--- config.mk ---
export PLATFORM = sky130hd
export DESIGN_NAME = rptr_empty_level
export DESIGN_NICKNAME = d
export VERILOG_FILES = /design/src/rtl/async_fifo_pkg.sv /design/src/rtl/gray2bin_conv.sv /design/src/rtl/rptr_empty_level.sv
export SDC_FILE = /design/constraint.sdc
export NUM_CORES = 1
export LEC_CHECK = 0
export CAP_MARGIN = 30
export CORE_UTILIZATION = 45
export CTS_BUF_LIST = sky130_fd_sc_hd__clkbuf_4
export CTS_CLUSTER_DIAMETER = 60
export DETAILED_ROUTE_END_ITERATION = 8
export PLACE_DENSITY = 0.84
export SLEW_MARGIN = 20
export SYNTH_ARGS = -nofsm -noshare
export SYNTH_HDL_FRONTEND = slang
export SYNTH_HIERARCHICAL = 1
export SYNTH_SLANG_ARGS = --single-unit
--- constraint.sdc ---
create_clock -name rclk -period 5.2 [get_ports rclk]
set_input_delay 1.04 -clock rclk [delete_from_list [all_inputs] [get_ports rclk]]
set_output_delay 1.04 -clock rclk [all_outputs]
set_load 0.01 [all_outputs]
--- src/rtl/async_fifo_pkg.sv ---
// Shared definitions for the async FIFO pointer blocks: default sizing,
// pointer type and Gray/binary conversion helpers.
package async_fifo_pkg;

    localparam int unsigned FIFO_ASIZE = 4;
    localparam int unsigned DEPTH      = 2 ** FIFO_ASIZE;
    localparam int unsigned PTR_W      = FIFO_ASIZE + 1;

    typedef logic [PTR_W-1:0] ptr_t;

    // Gray encoding is width independent; callers truncate to their width.
    function automatic logic [31:0] bin2gray(input logic [31:0] b);
        return (b >> 1) ^ b;
    endfunction

    // Each binary bit is the XOR of all Gray bits at or above it, so the
    // result is the XOR of the masked Gray value shifted by 0..w-1.
    function automatic logic [31:0] gray2bin(input logic [31:0] g, input int unsigned w);
        logic [31:0] mask;
        logic [31:0] gm;
        logic [31:0] b;
        mask = (w >= 32) ? '1 : ((32'd1 << w) - 32'd1);
        gm   = g & mask;
        b    = '0;
        for (int unsigned k = 0; k < 32; k++) begin
            if (k < w) begin
                b = b ^ (gm >> k);
            end
        end
        return b;
    endfunction

endpackage

--- src/rtl/gray2bin_conv.sv ---
// Combinational Gray-to-binary converter for synchronised pointers.
module gray2bin_conv
    import async_fifo_pkg::*;
#(
    parameter int unsigned W = 5
) (
    input  logic [W-1:0] gray,
    output logic [W-1:0] bin
);

    // Prefix XOR from the MSB down.
    always_comb begin
        bin = W'(gray2bin(32'(gray), W));
    end

endmodule

--- src/rtl/rptr_empty_level.sv ---
// Read-domain pointer and status block: read pointer, empty/almost-empty
// flags, occupancy level and sticky underflow error.
module rptr_empty_level
    import async_fifo_pkg::*;
#(
    parameter int unsigned ASIZE         = 4,
    parameter int unsigned AEMPTY_THRESH = 2
) (
    input  logic             rclk,
    input  logic             rrst_n,
    input  logic             rinc,
    input  logic             rclr_err,
    input  logic [ASIZE:0]   rq2_wptr,
    output logic [ASIZE-1:0] raddr,
    output logic [ASIZE:0]   rptr,
    output logic             rempty,
    output logic             raempty,
    output logic [ASIZE:0]   rlevel,
    output logic             runderflow
);

    localparam int unsigned    PW      = ASIZE + 1;
    localparam logic [ASIZE:0] THRESH  = PW'(AEMPTY_THRESH);
    localparam logic [ASIZE:0] LVL_MAX = {1'b1, {ASIZE{1'b0}}};

    logic [ASIZE:0] rbin;
    logic [ASIZE:0] rbinnext;
    logic [ASIZE:0] rgraynext;
    logic [ASIZE:0] wbin;
    logic [ASIZE:0] lvl_next;
    logic           pop;

    gray2bin_conv #(.W(PW)) u_wptr_conv (
        .gray (rq2_wptr),
        .bin  (wbin)
    );

    // Next pointer and next occupancy; pops while empty are dropped.
    always_comb begin
        pop       = rinc & ~rempty;
        rbinnext  = rbin + PW'(pop);
        rgraynext = PW'(bin2gray(32'(rbinnext)));
        lvl_next  = wbin - rbinnext;
    end

    // RAM address comes straight from the binary pointer register.
    always_comb begin
        raddr = rbin[ASIZE-1:0];
    end

    // Pointer and status registers, all driven from next-state values.
    always_ff @(posedge rclk) begin
        if (!rrst_n) begin
            rbin       <= '0;
            rptr       <= '0;
            rempty     <= 1'b1;
            raempty    <= 1'b1;
            rlevel     <= '0;
            runderflow <= 1'b0;
        end else begin
            rbin       <= rbinnext;
            rptr       <= rgraynext;
            rempty     <= (rgraynext == rq2_wptr);
            raempty    <= (lvl_next <= THRESH);
            rlevel     <= lvl_next;
            runderflow <= (runderflow & ~rclr_err) | (rinc & rempty);
        end
    end

    a_empty_level : assert property (@(posedge rclk) disable iff (!rrst_n)
                                     rempty == (rlevel == '0));
    a_level_max   : assert property (@(posedge rclk) disable iff (!rrst_n)
                                     rlevel <= LVL_MAX);

endmodule

# Word level (Yosys, flattened, before mapping)
# Cells that the tools add are included.
[classes]
addsub = 2
n_eq_ne = 1
n_bitwise = 11
magnitude_cmp = 1
[ops]
columns = ["cell", "n"]
rows = [
  ["$add 5x1->5", 1],
  ["$eq 5x5->1", 1],
  ["$le 5x2->1 const B", 1],
  ["$sub 5x5->5", 1],
  ["$xor 4x5->5", 1],
  ["$xor 5x1->5", 1],
  ["$xor 5x2->5", 1],
  ["$xor 5x3->5", 1],
  ["$xor 5x4->5", 1],
  ["$and 1x1->1", 3],
  ["$not 1->1", 2],
  ["$or 1x1->1", 1],
]
[totals]
wordCells = 21
output_inout_bits = 17
reg_bits = 18
inputBits = 9

# Logic depth before layout (Yosys ltp)
# Gate-level depths: netlist (run 1).
[logic_depth]
ltp_word = 6
mapped_depth = 10
depth_no_buf = 10

# Modules after synthesis
# The synthesis (run 1) kept the hierarchy.
[modules_own_cells]
columns = ["module", "n_inst", "cells_per_inst", "seq_area_each_um2", "area_each_um2"]
rows = [
  ["rptr_empty_level", 1, 96, 340.3, 975.9],
  ["gray2bin_conv", 1, 6, 0.0, 72.6],
]

# Worst setup path before layout (run 1)
# No wires, ideal clock.
[synth_path]
kind = "input to register"
startpoint = "input port rinc"
endpoint = "register raempty"
stages = 10
t_arrival_ns = 2.774
slack_ns = 2.338
setup_time_ns = 0.087
n_path_buf = 1
required_ns = 5.113
path_cell_list = "and3b_1 > buf_6 > nand3_2 > xor2_4 > ha_1 > and2_1 > a211oi_1 > a21oi_1 > mux2i_1 > nor4b_2"
[synth_via]
elab_chain_cells = 4
[synth_lines]
columns = ["item", "line_no", "rtl"]
rows = [
  ["start: declaration", "rptr_empty_level.sv:11", "input logic rinc,"],
  ["$and 1x1->1", "rptr_empty_level.sv:40", "pop = rinc & ~rempty;"],
  ["$add 5x1->5", "rptr_empty_level.sv:41", "rbinnext = rbin + PW'(pop);"],
  ["$sub 5x5->5", "rptr_empty_level.sv:43", "lvl_next = wbin - rbinnext;"],
  ["$le 5x2->1", "rptr_empty_level.sv:64", "raempty <= (lvl_next <= THRESH);"],
  ["end signal: assignment", "rptr_empty_level.sv:64", ""],
  ["end: declaration", "rptr_empty_level.sv:17", "output logic raempty,"],
]
# No other way between the ends.
# A chain may end at the register's enable or synchronous reset.

# Final worst setup path (run 1)
[layout_path]
startpoint = "input port rq2_wptr[4]"
endpoint = "register raempty"
[layout_via]
elab_chain_cells = 6
[layout_lines]
columns = ["item", "line_no", "rtl"]
rows = [
  ["start: declaration", "rptr_empty_level.sv:13", "input logic [ASIZE:0] rq2_wptr,"],
  ["$xor 5x4->5", "async_fifo_pkg.sv:27", "b = b ^ (gm >> k);"],
  ["$xor 5x3->5", "async_fifo_pkg.sv:27", ""],
  ["$xor 5x2->5", "async_fifo_pkg.sv:27", ""],
  ["$xor 5x1->5", "async_fifo_pkg.sv:27", ""],
  ["via wbin[3]", "rptr_empty_level.sv:29", "logic [ASIZE:0] wbin;"],
  ["$sub 5x5->5", "rptr_empty_level.sv:43", ""],
  ["$le 5x2->1", "rptr_empty_level.sv:64", ""],
]
# The timed path passes the listed nets, and every way through them passes these cells.

==> results of run 1 <==
kinds of logic (layout without fill, tap and decap cells):
family	count (synthesis)	in the layout
buffers and inverters	7	32
AOI/OAI and AO/OA	11	11
DFF	17	17
xor gates and xnor gates	24	24
adders and majority gates	4	4
muxes	4	4
and+or+nand+nor	35	35
layout make-up:
cell class              count  area, um2  share of cell area, %
inverters                   3       11.3                  0.842
well taps                  28       35.0                   2.62
flip-flops and latches     17        340                   25.4
repair buffers             25        250                   18.7
clock buffers               4       30.0                   2.25
multi-input cells          78        671                   50.1
metal layers:
metal	part of all wire [%]	track usage [%]	wire (um)
met1	47	21.9	887
met2	49	30.2	931
met3	3.6	3.33	69
met4	0.68	7.14	13
met5	0	0	0
state kept, by name, indices dropped and copies added (netlist names):
| signal | flops |
|---|---|
| rlevel | 5 |
| raempty | 1 |
| rbin | 4 |
| rptr | 5 |
| runderflow | 1 |
| rempty | 1 |
through the flow:
stage	instance area [um2]	utilization [%]
finish	1340	60.5
global placement	1310	59.1
CTS	1340	60.5
global route	1340	60.5
detailed placement	1310	59.1
floorplan	1050	-
placed cells by master (no fill, tap or decap), types with 4 or more instances in the layout:
| cell | synthesis | final |
|---|---|---|
| nor2b_1 | 7 | 7 |
| xnor2_1 | 11 | 11 |
| ha_1 | 4 | 4 |
| nand2_1 | 6 | 6 |
| dfxtp_1 | 17 | 17 |
| clkdlybuf4s50_1 | 0 | 25 |
| and2_1 | 9 | 9 |
| xor2_1 | 8 | 8 |
| clkbuf_4 | 0 | 4 |
where the power goes:
part / internal [mW] / leakage, nW / switching (mW) / total [mW]
clock network: 0.0350 / 0.0184 / 0.0430 / 0.0781
registers: 0.144 / 0.140 / 0.00463 / 0.149
logic: 0.0669 / 0.385 / 0.0552 / 0.122
total: 0.246 / 0.543 / 0.103 / 0.349
how the worst max path moves through the flow:
stage / from / endpoint / slack, ps / depth (start not counted)
global placement: rq2_wptr[4] / raempty / 1610 / 10
finish: rq2_wptr[4] / raempty / 1920 / 10
floorplan: rinc / raempty / 2340 / 10
global route: rinc / raempty / 1760 / 10
detailed placement: rq2_wptr[4] / raempty / 1600 / 10
CTS: rq2_wptr[4] / raempty / 1910 / 10
critical path, delay by kind of cell:
kind,cells,cell delay [ps]
compound gates,1,90
xor+xnor,2,670
fa+ha+maj,2,350
buf+inv,3,710
simple gates,2,620
==> results.sh, run 1 <==
export IMPL_status="complete, no violations"
export IMPL_crit_arrival_ps=3470
export IMPL_hp_start="rempty"
export IMPL_ant_nets=0
export IMPL_synth_top_family_by_area="XOR/XNOR gates"
export IMPL_die_w_um=50.3
export IMPL_synth_compound_area_share_pct=7.40
export IMPL_worst_slack_ps=1920
export IMPL_yosysTopAreaCellShare_pct=32.5
export IMPL_dpl_cell_count=151
export IMPL_hold_depth=2
export IMPL_wire_per_inst_um=12.3
export IMPL_hold_slack_ps=542
export IMPL_ys_warn_count=6
export IMPL_vias=761
export IMPL_synth_xor_area_share_pct=26.0
export IMPL_drc_errors=0
export IMPL_die_area_um2=2530
export IMPL_ys_ff_latch=17
export IMPL_synth_area_top_cells="dfxtp_1, xnor2_1, xor2_1"
export IMPL_final_cells=155
export IMPL_core_area_um2=2210
export IMPL_startpoint_type="input pin"
export IMPL_clock_skew_ps=5.27
export IMPL_syn2layout_area_growth_pct=27.6
export IMPL_syn_instance_count=102
export IMPL_path_max_fanout=4
export IMPL_irDropWorstVdd_mv=0.174
export IMPL_first_pass_iters=4
export IMPL_reg2reg_slack_ps=2750
export IMPL_cp_cell_sequence="clkdlybuf4s50_1, xor2_2, xnor3_1, inv_1, ha_1, inv_1, ha_1, or4b_4, o211ai_2, nor4b_2"
export IMPL_cts_num_sinks=17
export IMPL_drv_cap=0
export IMPL_cts_buffer_depth=2
export IMPL_cts_setup_buffers=0
export IMPL_cts_hold_buf=0
export IMPL_start_util_pct=47.4
export IMPL_slowest_stage="clkdlybuf4s50_1"
export IMPL_synth_flop_cell="dfxtp_1"
export IMPL_fmax_mhz=305
export IMPL_powerDensity_nw_per_um2=261
export IMPL_hpwl_mm=1.50
export IMPL_slew_violations=0
export IMPL_worst_r2r_endpoint="raempty"
export IMPL_synth_simple_area_share_pct=21.5
export IMPL_netlist_area_um2=1050
export IMPL_antenna_found_initial=0
export IMPL_drive_gt1_share_pct=11.8
export IMPL_max_slew_margin_pct=62.4
export IMPL_io_pins=26
export IMPL_worstPathRequired_ps=5380
export IMPL_wl_mm=1.90
export IMPL_diodes=0
export IMPL_synthAdderAreaFrac_pct=4.77
export IMPL_clk_latency_ps=290
export IMPL_finalSetupViolations=0
export IMPL_io_buffers=25
export IMPL_power_mw=0.349
export IMPL_yosysUniqueCellTypes=36
export IMPL_grt_ovfl_total=0
export IMPL_final_nets=141
export IMPL_numCtsBuffers=3
export IMPL_period_needed_ps=3280
export IMPL_grt_max_degree=20
export IMPL_grt_pass1_vias=753
export IMPL_gp_congestion=0.805
export IMPL_clock_tree_root_cell="clkbuf_4"
export IMPL_power_leakage_nw=0.543
export IMPL_synth_most_common_cell="dfxtp_1"
export IMPL_reg2regPathDepth=9
export IMPL_cts_tree="built"
export IMPL_hold_violations=0
export IMPL_nFillCells=197
export IMPL_synth_edff_count=0
export IMPL_drt_iter0_drc=6
export IMPL_synthTopCellsByCount="dfxtp_1, xnor2_1, and2_1"
export IMPL_r2r_start="rbin[0]"
export IMPL_synthesis_nets=115
export IMPL_end_kind="register"
export IMPL_grt_usage_pct=17.8
export IMPL_die_h_um=50.3
export IMPL_vias_per_cell=4.91
export IMPL_critical_path_max_stage_delay_ps=590
export IMPL_async_flop_share_pct=0
export IMPL_yosys_area_top_type="dfxtp_1"
export IMPL_rsz0062_at_grt="no"
export IMPL_avgSynthCellArea_um2=10.3
export IMPL_finalCritPeriodShare_pct=63.1
export IMPL_grt_first_pass_wirelength_mm=3.33
export IMPL_hp_class="reg2reg"
export IMPL_preCtsSetupSlack_ps=1600
export IMPL_synthMuxAreaShare_pct=4.30
export IMPL_hold_end="runderflow"
export IMPL_rows=17
export IMPL_htreeDepth=1
export IMPL_finalSetupTns_ps=0
export IMPL_yosysSeqAreaShare_pct=32.5
export IMPL_tightest_slew_ps=562
export IMPL_ctsResizeCount=0
export IMPL_clkSlewWorstSetupHoldPaths_ps=100
export IMPL_crit_type="in2reg"
Power figures use the tool's default switching activity.
==> run 2, diff against run 1 <==
==> constraint.sdc (replaced) <==
create_clock -name rclk -period 3.25 [get_ports rclk]
set_input_delay 0.65 -clock rclk [delete_from_list [all_inputs] [get_ports rclk]]
set_output_delay 0.65 -clock rclk [all_outputs]
set_load 0.01 [all_outputs]
==> run 2 against run 1 <==
Critical path depth stayed put. Clock skew decreased by 4.5 ps. Die area did not move. Highest routed layer unchanged. Setup slack got worse by 1500 ps.
==> results.sh, run 2 (same netlist as run 1, synthesis figures left out) <==
export IMPL_status="complete, no violations"
export IMPL_tightest_slew_ps=563
export IMPL_clk_latency_ps=280
export IMPL_max_slew_margin_pct=62.4
export IMPL_power_leakage_nw=0.554
export IMPL_cts_hold_buf=0
export IMPL_grt_use_met3_pct=3.94
export IMPL_finalSetupTns_ps=0
export IMPL_finalSetupViolations=0
export IMPL_grt_ovfl_total=0
export IMPL_die_h_um=50.3
export IMPL_clkSlewWorstSetupHoldPaths_ps=90
export IMPL_cp_cell_sequence="clkdlybuf4s50_1, xor2_2, xnor3_1, inv_1, ha_1, inv_1, ha_1, or4b_4, o211ai_2, nor4b_2"
export IMPL_grt_max_degree=20
export IMPL_hold_violations=0
export IMPL_ant_nets=0
export IMPL_wire_per_inst_um=11.9
export IMPL_path_max_fanout=4
export IMPL_slew_violations=0
export IMPL_startpoint_type="input pin"
export IMPL_hold_end="runderflow"
export IMPL_swShare_pct=28.5
export IMPL_grt_first_pass_wirelength_mm=3.32
export IMPL_cts_tree="built"
export IMPL_path_buf_inv=3
export IMPL_clockPowerShare_pct=21.1
export IMPL_io_buffers=25
export IMPL_die_area_um2=2530
export IMPL_hp_class="reg2reg"
export IMPL_rows=17
export IMPL_layout_common_cells="clkdlybuf4s50_1, dfxtp_1, xnor2_1"
export IMPL_hpwl_mm=1.49
export IMPL_htreeDepth=1
export IMPL_numCtsBuffers=3
export IMPL_critPathTopFamily="buffers and inverters"
export IMPL_rsz0062_at_grt="no"
export IMPL_combPwrFrac_pct=36.0
export IMPL_antenna_found_initial=0
export IMPL_largestRegisters="rlevel x5, rptr x5, rbin x4"
export IMPL_power_switching_mw=0.158
export IMPL_period_needed_ps=2790
export IMPL_die_w_um=50.3
export IMPL_fmax_mhz=359
export IMPL_final_nets=143
export IMPL_syn2layout_area_growth_pct=29.0
export IMPL_final_common_cell="clkdlybuf4s50_1"
export IMPL_powerDensity_nw_per_um2=409
export IMPL_diodes=0
export IMPL_end_kind="register"
export IMPL_busiest_layer="met2"
export IMPL_post_dp_cell_area_um2=1320
export IMPL_drv_cap=0
export IMPL_fin_area_um2=1350
export IMPL_hp_start="runderflow"
export IMPL_reg2regPathDepth=9
export IMPL_slowest_stage="clkdlybuf4s50_1"
export IMPL_drc_errors=0
export IMPL_globalRouteMet2Util_pct=28.4
export IMPL_grt_use_met1_pct=20.7
export IMPL_first_pass_iters=4
export IMPL_cts_setup_buffers=0
export IMPL_grt_pass1_vias=774
export IMPL_drive_gt1_share_pct=13.2
export IMPL_cts_buffer_depth=2
export IMPL_utilization_pct=61.1
export IMPL_crit_arrival_ps=2960
export IMPL_power_mw=0.553
export IMPL_vias=772
export IMPL_cts_num_sinks=17
export IMPL_start_util_pct=47.4
export IMPL_vias_per_cell=4.92
export IMPL_r2r_start="rbin[0]"
export IMPL_worstPathRequired_ps=3420
export IMPL_crit_type="in2reg"
export IMPL_drt_iter0_drc=6
export IMPL_p_int_mw=0.395
export IMPL_grt_usage_pct=17.3
export IMPL_clock_skew_ps=0.788
export IMPL_worst_r2r_endpoint="raempty"
export IMPL_gp_congestion=0.823
export IMPL_wl_mm=1.86
export IMPL_clock_tree_root_cell="clkbuf_4"
export IMPL_core_area_um2=2210
export IMPL_p_seq_share_pct=42.9
export IMPL_hold_depth=2
export IMPL_reg2reg_slack_ps=930
export IMPL_io_pins=26
export IMPL_irDropWorstVdd_mv=0.258
export IMPL_critical_path_max_stage_delay_ps=580
export IMPL_finalCritPeriodShare_pct=85.8
export IMPL_ctsResizeCount=0
-- run 2: cell count changes in the layout (fill, tap and decap cells not counted), sizes merged --
cell  change
buf       +2
-- run 2: worst reg2reg max path, cell delays in order, from the launching register on --
cell and delay, ps:
dfxtp_1 390, and3b_1 230, nand3_2 150, xor2_4 250, ha_1 310, and2_1 180, a211oi_1 230, a21oi_1 120
mux2i_1 170, nor4b_2 210
-- run 2: layer usage --
| layer | share of wire (%) | up-vias |
|---|---|---|
| met4 | 0.48 | 0 |
| met1 | 46 | 362 |
| met3 | 4.6 | 2 |
| met2 | 49 | 18 |
| met5 | 0 | - |
| li1 | - | 390 |
-- run 2: worst max-delay path by stage --
stage                     slack (ps)        start  depth (start not counted)  endpoint
final                            460  rq2_wptr[4]                         10   raempty
after global routing             370         rinc                         10   raempty
after detailed placement         160  rq2_wptr[4]                         10   raempty
after CTS                        470  rq2_wptr[4]                         10   raempty
after global placement           200  rq2_wptr[4]                         10   raempty
after floorplan                  780         rinc                         10   raempty
-- run 2: power groups by stage --
stage	logic (mW)	clock network [mW]	registers (mW)
finish	0.199	0.117	0.237
global route	0.218	0.134	0.241
CTS	0.199	0.122	0.237
detailed placement	0.198	0	0.242
global placement	0.192	0	0.242
floorplan	0.112	0	0.254
-- run 2: cell type report --
type,instances,area [um2]
multi-input cells,78,671
repair buffers,27,265
fillers,206,860
well taps,28,35.0
clock buffers,4,30.0
inverters,3,11.3
flip-flops and latches,17,340
-- run 2: per-stage QoR --
stage                     std cells  setup WS (ps)  hold WS, ps
after floorplan                 102            778          497
after global placement          153            201          467
after detailed placement        153            165          486
after CTS                       157            474          497
after global routing            157            374          557
final                           157            463          495
